--- config.mk ---
export PLATFORM = sky130hd
export DESIGN_NAME = iobuf_seq_flat
export DESIGN_NICKNAME = d
export VERILOG_FILES = /design/src/rtl/iobuf_seq_if.sv /design/src/rtl/iobuf_seq.sv /design/src/flat_wrapper.sv
export SDC_FILE = /design/constraint.sdc
export NUM_CORES = 1
export LEC_CHECK = 0
export CORE_MARGIN = 1
export CORE_UTILIZATION = 56
export CTS_CLUSTER_DIAMETER = 100
export CTS_CLUSTER_SIZE = 16
export DETAILED_ROUTE_END_ITERATION = 7
export PLACE_DENSITY = 0.9
export SLEW_MARGIN = 20
export SYNTH_ARGS = -nofsm -noshare
export SYNTH_HDL_FRONTEND = slang
export SYNTH_SLANG_ARGS = --single-unit
--- constraint.sdc ---
create_clock -name CLK -period 5 [get_ports CLK]
set_clock_uncertainty 0.05 [all_clocks]
set_input_delay 1 -clock CLK [delete_from_list [all_inputs] [get_ports CLK]]
set_output_delay 1 -clock CLK [all_outputs]
set_load 0.02 [all_outputs]
--- src/rtl/iobuf_seq_if.sv ---
// rtl/iobuf_seq_if.sv - NOC enqueue channel and IobufVec pad-vector interfaces
interface noc_if;
  logic         enq__ENA;
  logic [143:0] enq_v;
  logic         enq__RDY;

  modport master (output enq__ENA, output enq_v, input enq__RDY);
  modport slave  (input enq__ENA, input enq_v, output enq__RDY);
endinterface

interface iobuf_pins_if #(parameter int WIDTH = 16);
  logic [WIDTH-1:0] I;
  logic             T;
  logic [WIDTH-1:0] O;

  modport master (output I, output T, input O);
  modport slave  (input I, input T, output O);
endinterface

--- src/rtl/iobuf_seq.sv ---
// rtl/iobuf_seq.sv - sequences NOC requests into beat-wise pad-vector writes and turnaround reads
module iobuf_seq #(
  parameter int iovecWidth = 16,
  parameter int turnCycles = 2
) (
  input  logic         CLK,
  input  logic         nRST,
  noc_if.slave         in,
  noc_if.master        out,
  iobuf_pins_if.master pins
);
  localparam int         MAXB  = 128 / iovecWidth;
  localparam logic [7:0] MAXB8 = 8'(MAXB);

  typedef enum logic [2:0] {IDLE, WRITE, TURN, READ, RESP} state_t;

  state_t                 state;
  logic                   run;
  logic [127:0]           data_r;
  logic [7:0]             nbeat;
  logic [7:0]             cnt;
  logic [3:0]             tcnt;
  logic [iovecWidth-1:0]  pin_i;
  logic                   pin_t;
  logic                   resp_vld;
  logic [143:0]           resp;

  logic                   accept;
  logic                   rd_flag;
  logic [7:0]             req_n;
  logic [127:0]           req_data;
  logic [127:0]           cap_data;
  logic                   unused_len_bits;

  assign req_data        = in.enq_v[143:16];
  assign rd_flag         = in.enq_v[15];
  assign req_n           = (in.enq_v[7:0] > MAXB8) ? MAXB8 : in.enq_v[7:0];
  assign unused_len_bits = ^in.enq_v[14:8];

  // run holds ready low until the first edge after reset release
  assign in.enq__RDY = run && (state == IDLE);
  assign accept      = in.enq__ENA && in.enq__RDY;

  always_comb begin
    cap_data = data_r;
    cap_data[cnt*iovecWidth +: iovecWidth] = pins.O;
  end

  always_ff @(posedge CLK or negedge nRST) begin
    if (!nRST) begin
      state    <= IDLE;
      run      <= 1'b0;
      data_r   <= '0;
      nbeat    <= '0;
      cnt      <= '0;
      tcnt     <= '0;
      pin_i    <= '0;
      pin_t    <= 1'b1;
      resp_vld <= 1'b0;
      resp     <= '0;
    end else begin
      run <= 1'b1;
      case (state)
        IDLE: begin
          if (accept) begin
            data_r <= rd_flag ? '0 : req_data;
            nbeat  <= req_n;
            tcnt   <= '0;
            cnt    <= '0;
            if (rd_flag) begin
              if (req_n == 8'd0) begin
                state    <= RESP;
                resp_vld <= 1'b1;
                resp     <= {128'b0, 16'h8000};
              end else begin
                state <= TURN;
              end
            end else if (req_n != 8'd0) begin
              // beat 0 goes out directly from the request so beats stay back-to-back
              state <= WRITE;
              pin_t <= 1'b0;
              pin_i <= req_data[iovecWidth-1:0];
              cnt   <= 8'd1;
            end
          end
        end
        WRITE: begin
          if (cnt == nbeat) begin
            state <= IDLE;
            pin_t <= 1'b1;
            pin_i <= '0;
            cnt   <= '0;
          end else begin
            pin_i <= data_r[cnt*iovecWidth +: iovecWidth];
            cnt   <= cnt + 8'd1;
          end
        end
        TURN: begin
          if (tcnt == 4'(turnCycles - 1)) begin
            state <= READ;
            tcnt  <= '0;
          end else begin
            tcnt <= tcnt + 4'd1;
          end
        end
        READ: begin
          data_r <= cap_data;
          cnt    <= cnt + 8'd1;
          if (cnt == nbeat - 8'd1) begin
            state    <= RESP;
            resp_vld <= 1'b1;
            resp     <= {cap_data, 8'h80, nbeat};
          end
        end
        RESP: begin
          if (out.enq__RDY) begin
            state    <= IDLE;
            resp_vld <= 1'b0;
            resp     <= '0;
            cnt      <= '0;
          end
        end
        default: state <= IDLE;
      endcase
    end
  end

  assign out.enq__ENA = resp_vld;
  assign out.enq_v    = resp;
  assign pins.I       = pin_i;
  assign pins.T       = pin_t;
endmodule
--- src/flat_wrapper.sv ---
// flat-port wrapper written by rule: the top's interface ports become plain ports
module iobuf_seq_flat 
#(
  parameter int iovecWidth = 16,
  parameter int turnCycles = 2
)
  (CLK, nRST, in_enq__ENA, in_enq_v, in_enq__RDY, out_enq__ENA, out_enq_v, out_enq__RDY, pins_I, pins_T, pins_O);
  noc_if in_i ();
  noc_if out_i ();
  iobuf_pins_if pins_i ();
  input  logic CLK;
  input  logic nRST;
  input wire logic [$bits(in_i.enq__ENA)-1:0] in_enq__ENA;
  input wire logic [$bits(in_i.enq_v)-1:0] in_enq_v;
  output wire logic [$bits(in_i.enq__RDY)-1:0] in_enq__RDY;
  output wire logic [$bits(out_i.enq__ENA)-1:0] out_enq__ENA;
  output wire logic [$bits(out_i.enq_v)-1:0] out_enq_v;
  input wire logic [$bits(out_i.enq__RDY)-1:0] out_enq__RDY;
  output wire logic [$bits(pins_i.I)-1:0] pins_I;
  output wire logic [$bits(pins_i.T)-1:0] pins_T;
  input wire logic [$bits(pins_i.O)-1:0] pins_O;
  assign in_i.enq__ENA = in_enq__ENA;
  assign in_i.enq_v = in_enq_v;
  assign in_enq__RDY = in_i.enq__RDY;
  assign out_enq__ENA = out_i.enq__ENA;
  assign out_enq_v = out_i.enq_v;
  assign out_i.enq__RDY = out_enq__RDY;
  assign pins_I = pins_i.I;
  assign pins_T = pins_i.T;
  assign pins_i.O = pins_O;
  iobuf_seq #(.iovecWidth(iovecWidth), .turnCycles(turnCycles)) u_core (.CLK(CLK), .nRST(nRST), .in(in_i), .out(out_i), .pins(pins_i));
endmodule
==> summary.md, run 1 <==
| Metric | Value |
|---|---|
| Final Cycle Share | 0.783 |
| GPL Wtd Cong | 1.02 |
| Final WL | 58,300 µm |
| CTS Sinks | 307 |
| CP Data Arrival Time | 4340 ps |
| Fin nets | 1,970 |
| DRT Pass-1 Iters | 8 |
| Synth Register Bits | 307 |
| Dpl hpwl | 43,200 µm |
| Cell taking the most area after synthesis | dfrtp_1 |
| Global-route wire length before repair | 86,600 µm |
| Inst Count DP | 2,153 |
| Fmax | 255 MHz |
| Main synth FF type | dfrtp_1 |
| Core ar. | 28,000 µm² |
| Worst endpoint required time | 5420 ps |
| # Post-CTS Setup Buffers | 0 |
| Mapped Area | 16,100 µm² |
| H-Tree Depth | 1 |
| Placed Area | 19,500 µm² |
| Die X | 171 µm |
| Measured slew at the worst slew-check pin | 1150 ps |
| Ys async rst share | 1.00 |
| Number of remaining DRC errors | 0 |
| Total track usage | 0.401 |
| Top cells by area, synth | dfrtp_1, mux2_1, mux4_2 |
| Vias in the first global route | 14,100 |
| Final setup vio count | 0 |
| Pleak | 8.74 nW |
| Unrepaired setup endpoints after global routing | no |
| Pwr dens | 646 nW/µm² |
| Ant diodes | 0 |
| Post-CTS Hold Fix Bufs | 0 |
| DR WL/cell | 26.7 µm |
| Number of synthesized flops with an enable pin | 0 |
| Die Height | 171 µm |
| Initial DRC count | 2,423 |
| DR vias | 14,700 |
| TritonCTS clock tree | yes |
| Crit Path Category | register to register |
| Post-CTS Resized | 0 |
| Synth unique cells | 75 |
| Routed Antenna Nets | 0 |
| Synth top area share | 0.476 |
| Final min period | 3920 ps |
| Layout cells sized above 1 | 0.0697 |
| Worst Hold Slack | 427 ps |
| Die area | 29,400 µm² |
| Max Slew Vio Count | 0 |
| Max-Cap Viols | 0 |
| CTS clock-pin slew for the worst setup and hold paths | 70 ps |
| Root Buffer Master | clkbuf_16 |
| Vias per cell | 6.72 |
| Worst setup EP type | register |
| Worst-Skew Late Latency | 540 ps |
| Grt total ovfl | 0 |
| Row count | 61 |
| Worst Setup Slack, final | 1080 ps |
| Seq/Total Area, Yosys | 0.478 |
| HP Class | register to register |
| Critical path launch point type | register |
| Setup_tns | 0 ps |
| Boundary Pins | 327 |
| Pin count of the biggest net entering global routing | 113 |
| CTS Buf Count | 23 |
| Starting Density | 0.574 |
| Syn_area_per_cell | 10.3 µm² |
| Non-Filler Instances | 2,185 |
| Status | completed |
| Area Overhead vs Synth | 25.0% |
| DP Worst Slack | 1210 ps |
| Ys Warns | 0 |
| Gate Count Post-Synth | 1,561 |
| Clk buf depth | 3 |
| Count of input and output buffers | 312 |
| Slew Limit Headroom | 0.228 |
| Critical path peak fanout | 16 |
| Final Cell Area | 20,100 µm² |
| Initial antenna violation count | 3 |
| Final Hold Viols | 0 |
| VDD IR-drop max | 0.432 mV |
==> layout make-up <==
cell class	count	area, µm²
clock buffers	31	606
clock inverters	1	16.3
fillers	1998	7930
inverters	38	143
multi-input cells	1084	7750
flip-flops and latches	307	7690
well taps	378	473
repair buffers	346	3410
==> Yosys cell counts (13+ instances only) <==
master	number
o41ai_1	17
clkbuf_1	84
nor2_1	118
a221o_1	49
a22oi_1	14
inv_1	37
nand3_1	100
nor4_1	19
nor3_1	17
a21oi_1	84
o22a_1	16
mux2_1	105
buf_2	28
mux2i_1	58
buf_1	18
a2bb2oi_1	16
o211ai_1	18
o2bb2ai_1	13
dfrtp_1	306
xnor2_1	13
mux4_2	32
o21ai_0	76
nand2_1	166
a22o_1	19
a31oi_1	17
==> cells in the final DEF, fill, tap and decap left out, types with 3 or more instances in the layout <==
cell and count:
and3_1 4, clkbuf_1 8, a31o_2 8, buf_4 32, dfrtp_1 304, nand3_1 100
xor2_1 3, nand3b_1 3, clkbuf_16 23, a21o_1 11, o41ai_1 17, a22oi_1 14
nand2_1 166, clkdlybuf4s50_1 311, mux2i_1 58, nand2b_1 8, and2_1 7, o2111ai_2 4
mux4_2 32, nor4_1 19, a221o_1 49, conb_1 8, o22a_1 16, o211ai_1 18
and4_1 7, a22o_1 19, nor2_1 116, o21a_1 4, nor3_1 16, inv_1 37
ha_1 6, o21ai_0 76, o2bb2ai_1 13, a2bb2oi_1 16, a21oi_1 83, mux2_1 105
xnor2_1 12, a31oi_1 17, o21ai_1 3
==> per-stage QoR <==
step | utilization | total power, mW
detailed placement | 0.695 | 11.0
finish | 0.717 | 13.0
floorplan | - | 8.38
CTS | 0.717 | 12.8
global placement | 0.695 | 10.8
global route | 0.717 | 13.5
==> cells by family after synthesis <==
family | after synthesis | synth area share
AO/OA/AOI/OAI | 386 | 0.172
XOR/XNOR | 16 | 0.00872
adder cells (fa/ha/maj) | 6 | 0.00467
buffers and inverters | 176 | 0.0454
flip-flops | 307 | 0.478
multiplexers | 196 | 0.155
other | 2 | 0.000467
AND/OR/NAND/NOR | 472 | 0.135
==> sequential cells by signal, summed over array words and instances, names as in the netlist <==
register             flops
u_core.state             3
u_core.out.enq__ENA      1
u_core.pins.I           16
u_core.data_r          128
u_core.tcnt              4
u_core.cnt               8
u_core.nbeat             8
u_core.out.enq_v       137
u_core.run               1
u_core.pins.T            1
==> where the power goes <==
part	internal, mW	switching [mW]	total, mW
Sequential	3.46	1.03	4.50
Combinational	2.79	3.94	6.74
Clock	0.844	0.892	1.74
==> worst paths after layout <==
path,startpoint,to,slack [ps],depth (start not counted)
max in group asynchronous,nRST,u_core.data_r[98]$_DFFE_PN0P_,3300,2
worst min register to register,u_core.out.enq_v[5]$_DFFE_PN0P_,u_core.out.enq_v[5]$_DFFE_PN0P_,430,1
min in group asynchronous,nRST,u_core.state[0]$_DFFE_PN0P_,500,1
worst max register to register,u_core.cnt[3]$_DFFE_PN0P_,u_core.data_r[82]$_DFFE_PN0P_,1080,8
worst min-delay path,u_core.out.enq_v[5]$_DFFE_PN0P_,u_core.out.enq_v[5]$_DFFE_PN0P_,430,1
worst max-delay path,u_core.cnt[3]$_DFFE_PN0P_,u_core.data_r[82]$_DFFE_PN0P_,1080,8
==> per-layer routing <==
metal,vias up,routed length (µm),GRT usage
li1,6180,-,-
met1,7159,21500,0.531
met2,1134,25500,0.597
met3,209,7340,0.102
met4,6,4010,0.238
met5,-,38,0
==> critical path, stage by stage, from the launching register on <==
cell	delay [ps]
dfrtp_1	570
or4_4	600
nor4_4	240
ha_1	220
nor4bb_1	520
o2111ai_2	510
or2_0	720
nor2_1	270
a221o_1	140
Note: power is estimated with default switching activity, not from simulation.
==> run 2: changes to the inputs <==
--- a/config.mk
+++ b/config.mk
@@ -6,11 +6,11 @@
 export NUM_CORES = 1
 export LEC_CHECK = 0
 export CORE_MARGIN = 1
-export CORE_UTILIZATION = 56
+export CORE_UTILIZATION = 47
 export CTS_CLUSTER_DIAMETER = 100
 export CTS_CLUSTER_SIZE = 16
 export DETAILED_ROUTE_END_ITERATION = 7
-export PLACE_DENSITY = 0.9
+export PLACE_DENSITY = 0.81
 export SLEW_MARGIN = 20
 export SYNTH_ARGS = -nofsm -noshare
 export SYNTH_HDL_FRONTEND = slang
==> constraint.sdc (replaced) <==
create_clock -name CLK -period 3.3 [get_ports CLK]
set_clock_uncertainty 0.05 [all_clocks]
set_input_delay 0.66 -clock CLK [delete_from_list [all_inputs] [get_ports CLK]]
set_output_delay 0.66 -clock CLK [all_outputs]
set_load 0.02 [all_outputs]
==> run 2 against run 1 <==
  * Register-to-register slack got worse by 970 ps
  * Non-clock buffer count rose by 56
  * Critical path depth did not move
  * Global-route usage down 5.5 points
  * Largest cell class unchanged
==> summary.md, run 2 (same netlist as run 1, synthesis figures left out) <==
| Metric | Value |
|---|---|
| Total track usage | 0.347 |
| Total power | 20.3 mW |
| # Post-CTS Setup Buffers | 0 |
| Pin count of the biggest net entering global routing | 87 |
| Filler cells | 2,720 |
| TritonCTS clock tree | yes |
| Root Buffer Master | clkbuf_16 |
| VDD IR-drop max | 0.479 mV |
| Crit path from | u_core.cnt[0]$_DFFE_PN0P_ |
| Crit Path Category | register to register |
| Count of input and output buffers | 312 |
| Initial antenna violation count | 1 |
| Vias per cell | 6.36 |
| Vias in the first global route | 14,200 |
| Initial DRC count | 1,678 |
| CTS clock-pin slew for the worst setup and hold paths | 80 ps |
| Worst-Skew Late Latency | 540 ps |
| DP Worst Slack | -50.1 ps |
| Worst setup EP type | register |
| Row count | 67 |
| Slew Limit Headroom | 0.348 |
| DR WL/cell | 26.5 µm |
| Worst endpoint required time | 3720 ps |
| Switch share | 0.449 |
| Critical path peak fanout | 16 |
| Gate power share | 0.536 |
| Most frequent cells in the layout | clkdlybuf4s50_1, dfrtp_1, nand2_1 |
| Measured slew at the worst slew-check pin | 972 ps |
| Critical path launch point type | register |
| Setup_tns | 0 ps |
| Grt total ovfl | 0 |
| GPL Wtd Cong | 0.968 |
| H-Tree Depth | 1 |
| Routed Antenna Nets | 0 |
| Dpl hpwl | 46,000 µm |
| Final min period | 3180 ps |
| Switching power summed over all nets | 9.13 mW |
| Post-CTS Hold Fix Bufs | 0 |
| Global-route wire length before repair | 91,200 µm |
| Worst Setup Slack, final | 117 ps |
| Final Hold Viols | 0 |
| CTS Buf Count | 23 |
| Fin nets | 2,026 |
| Status | completed |
| Multi-input logic area | 7820 µm² |
| Layout cells sized above 1 | 0.103 |
| Final Cell Area | 20,800 µm² |
| HP Class | input port to async pin |
| Max Slew Vio Count | 0 |
| Core ar. | 33,600 µm² |
| Die area | 34,900 µm² |
| Pwr dens | 978 nW/µm² |
| Area Overhead vs Synth | 29.4% |
| Reg area | 7690 µm² |
| Power share of the clock group | 0.129 |
| Max-Cap Viols | 0 |
| Most common cell after layout, fill and taps aside | clkdlybuf4s50_1 |
| Register share of total power | 0.335 |
| Pleak | 9.09 nW |
| Reg-to-reg startpoint | u_core.cnt[0]$_DFFE_PN0P_ |
| Die Height | 187 µm |
| Max reg flops | 137 |
| Final WL | 61,300 µm |
| Unrepaired setup endpoints after global routing | no |
| Die X | 187 µm |
| Boundary Pins | 327 |
| Number of remaining DRC errors | 0 |
| CTS Sinks | 307 |
| Placed Area | 20,100 µm² |
| Final Cycle Share | 0.965 |
| Final setup vio count | 0 |
| Fmax | 314 MHz |
| Clk buf depth | 3 |
| DRT Pass-1 Iters | 6 |
| CP Data Arrival Time | 3600 ps |
| Starting Density | 0.478 |
| DR vias | 14,700 |
| Worst Hold Slack | 42.5 ps |
| Internal power | 11.2 mW |
==> run 2: area by class of cell <==
cell class | instances | area share
antenna | 1 | 0.000120
clock inverter | 1 | 0.000782
timing repair buffer | 402 | 0.191
sequential | 307 | 0.370
multi-input combinational | 1084 | 0.376
inverter | 38 | 0.00686
tap | 448 | 0.0269
clock buffer | 31 | 0.0291
==> run 2: final timing paths <==
kind / cells past startpoint / end / slack (ps)
max: 8 / u_core.out.enq_v[143]$_DFFE_PN0P_ / 120
min: 1 / u_core.tcnt[3]$_DFFE_PN0P_ / 40
max reg2reg: 8 / u_core.out.enq_v[143]$_DFFE_PN0P_ / 120
min reg2reg: 1 / u_core.out.enq_v[2]$_DFFE_PN0P_ / 430
max in group asynchronous: 2 / u_core.out.enq_v[19]$_DFFE_PN0P_ / 2190
min in group CLK: 1 / u_core.out.enq_v[2]$_DFFE_PN0P_ / 430
==> run 2: through the flow <==
stage | instances | util
floorplan | 1567 | -
global placement | 2279 | 0.598
detailed placement | 2279 | 0.598
CTS | 2311 | 0.617
global route | 2311 | 0.619
finish | 2312 | 0.619
==> run 2: power groups by stage <==
stage / Clock [mW] / Combinational, mW / Sequential [mW]
after detailed placement: 0 / 10.6 / 6.78
after floorplan: 0 / 5.87 / 6.83
after global routing: 2.78 / 11.5 / 6.91
final: 2.63 / 10.9 / 6.80
after CTS: 2.65 / 10.7 / 6.72
after global placement: 0 / 10.5 / 6.73
==> run 2: repair_timing <==
item / in CTS / in global routing
endpoints found under the setup margin: 9 / 93
gates cloned: 0 / 0
pin swaps: 0 / 2
resized for setup: 4 / 10
==> run 2: critical path: stages, from the launching register on <==
cell     delay (ps)
dfrtp_2         410
inv_2            50
ha_1            210
nor3b_1         160
xnor2_2         750
and2_0          470
nand2_1         240
o21ai_0         540
mux2_1          220
==> run 2: routing by layer <==
metal	wire [µm]	GRT usage	part of all wire
met4	2850	0.132	0.046
met5	0	0	0
met1	25000	0.487	0.41
met2	27800	0.541	0.45
met3	5630	0.0540	0.092
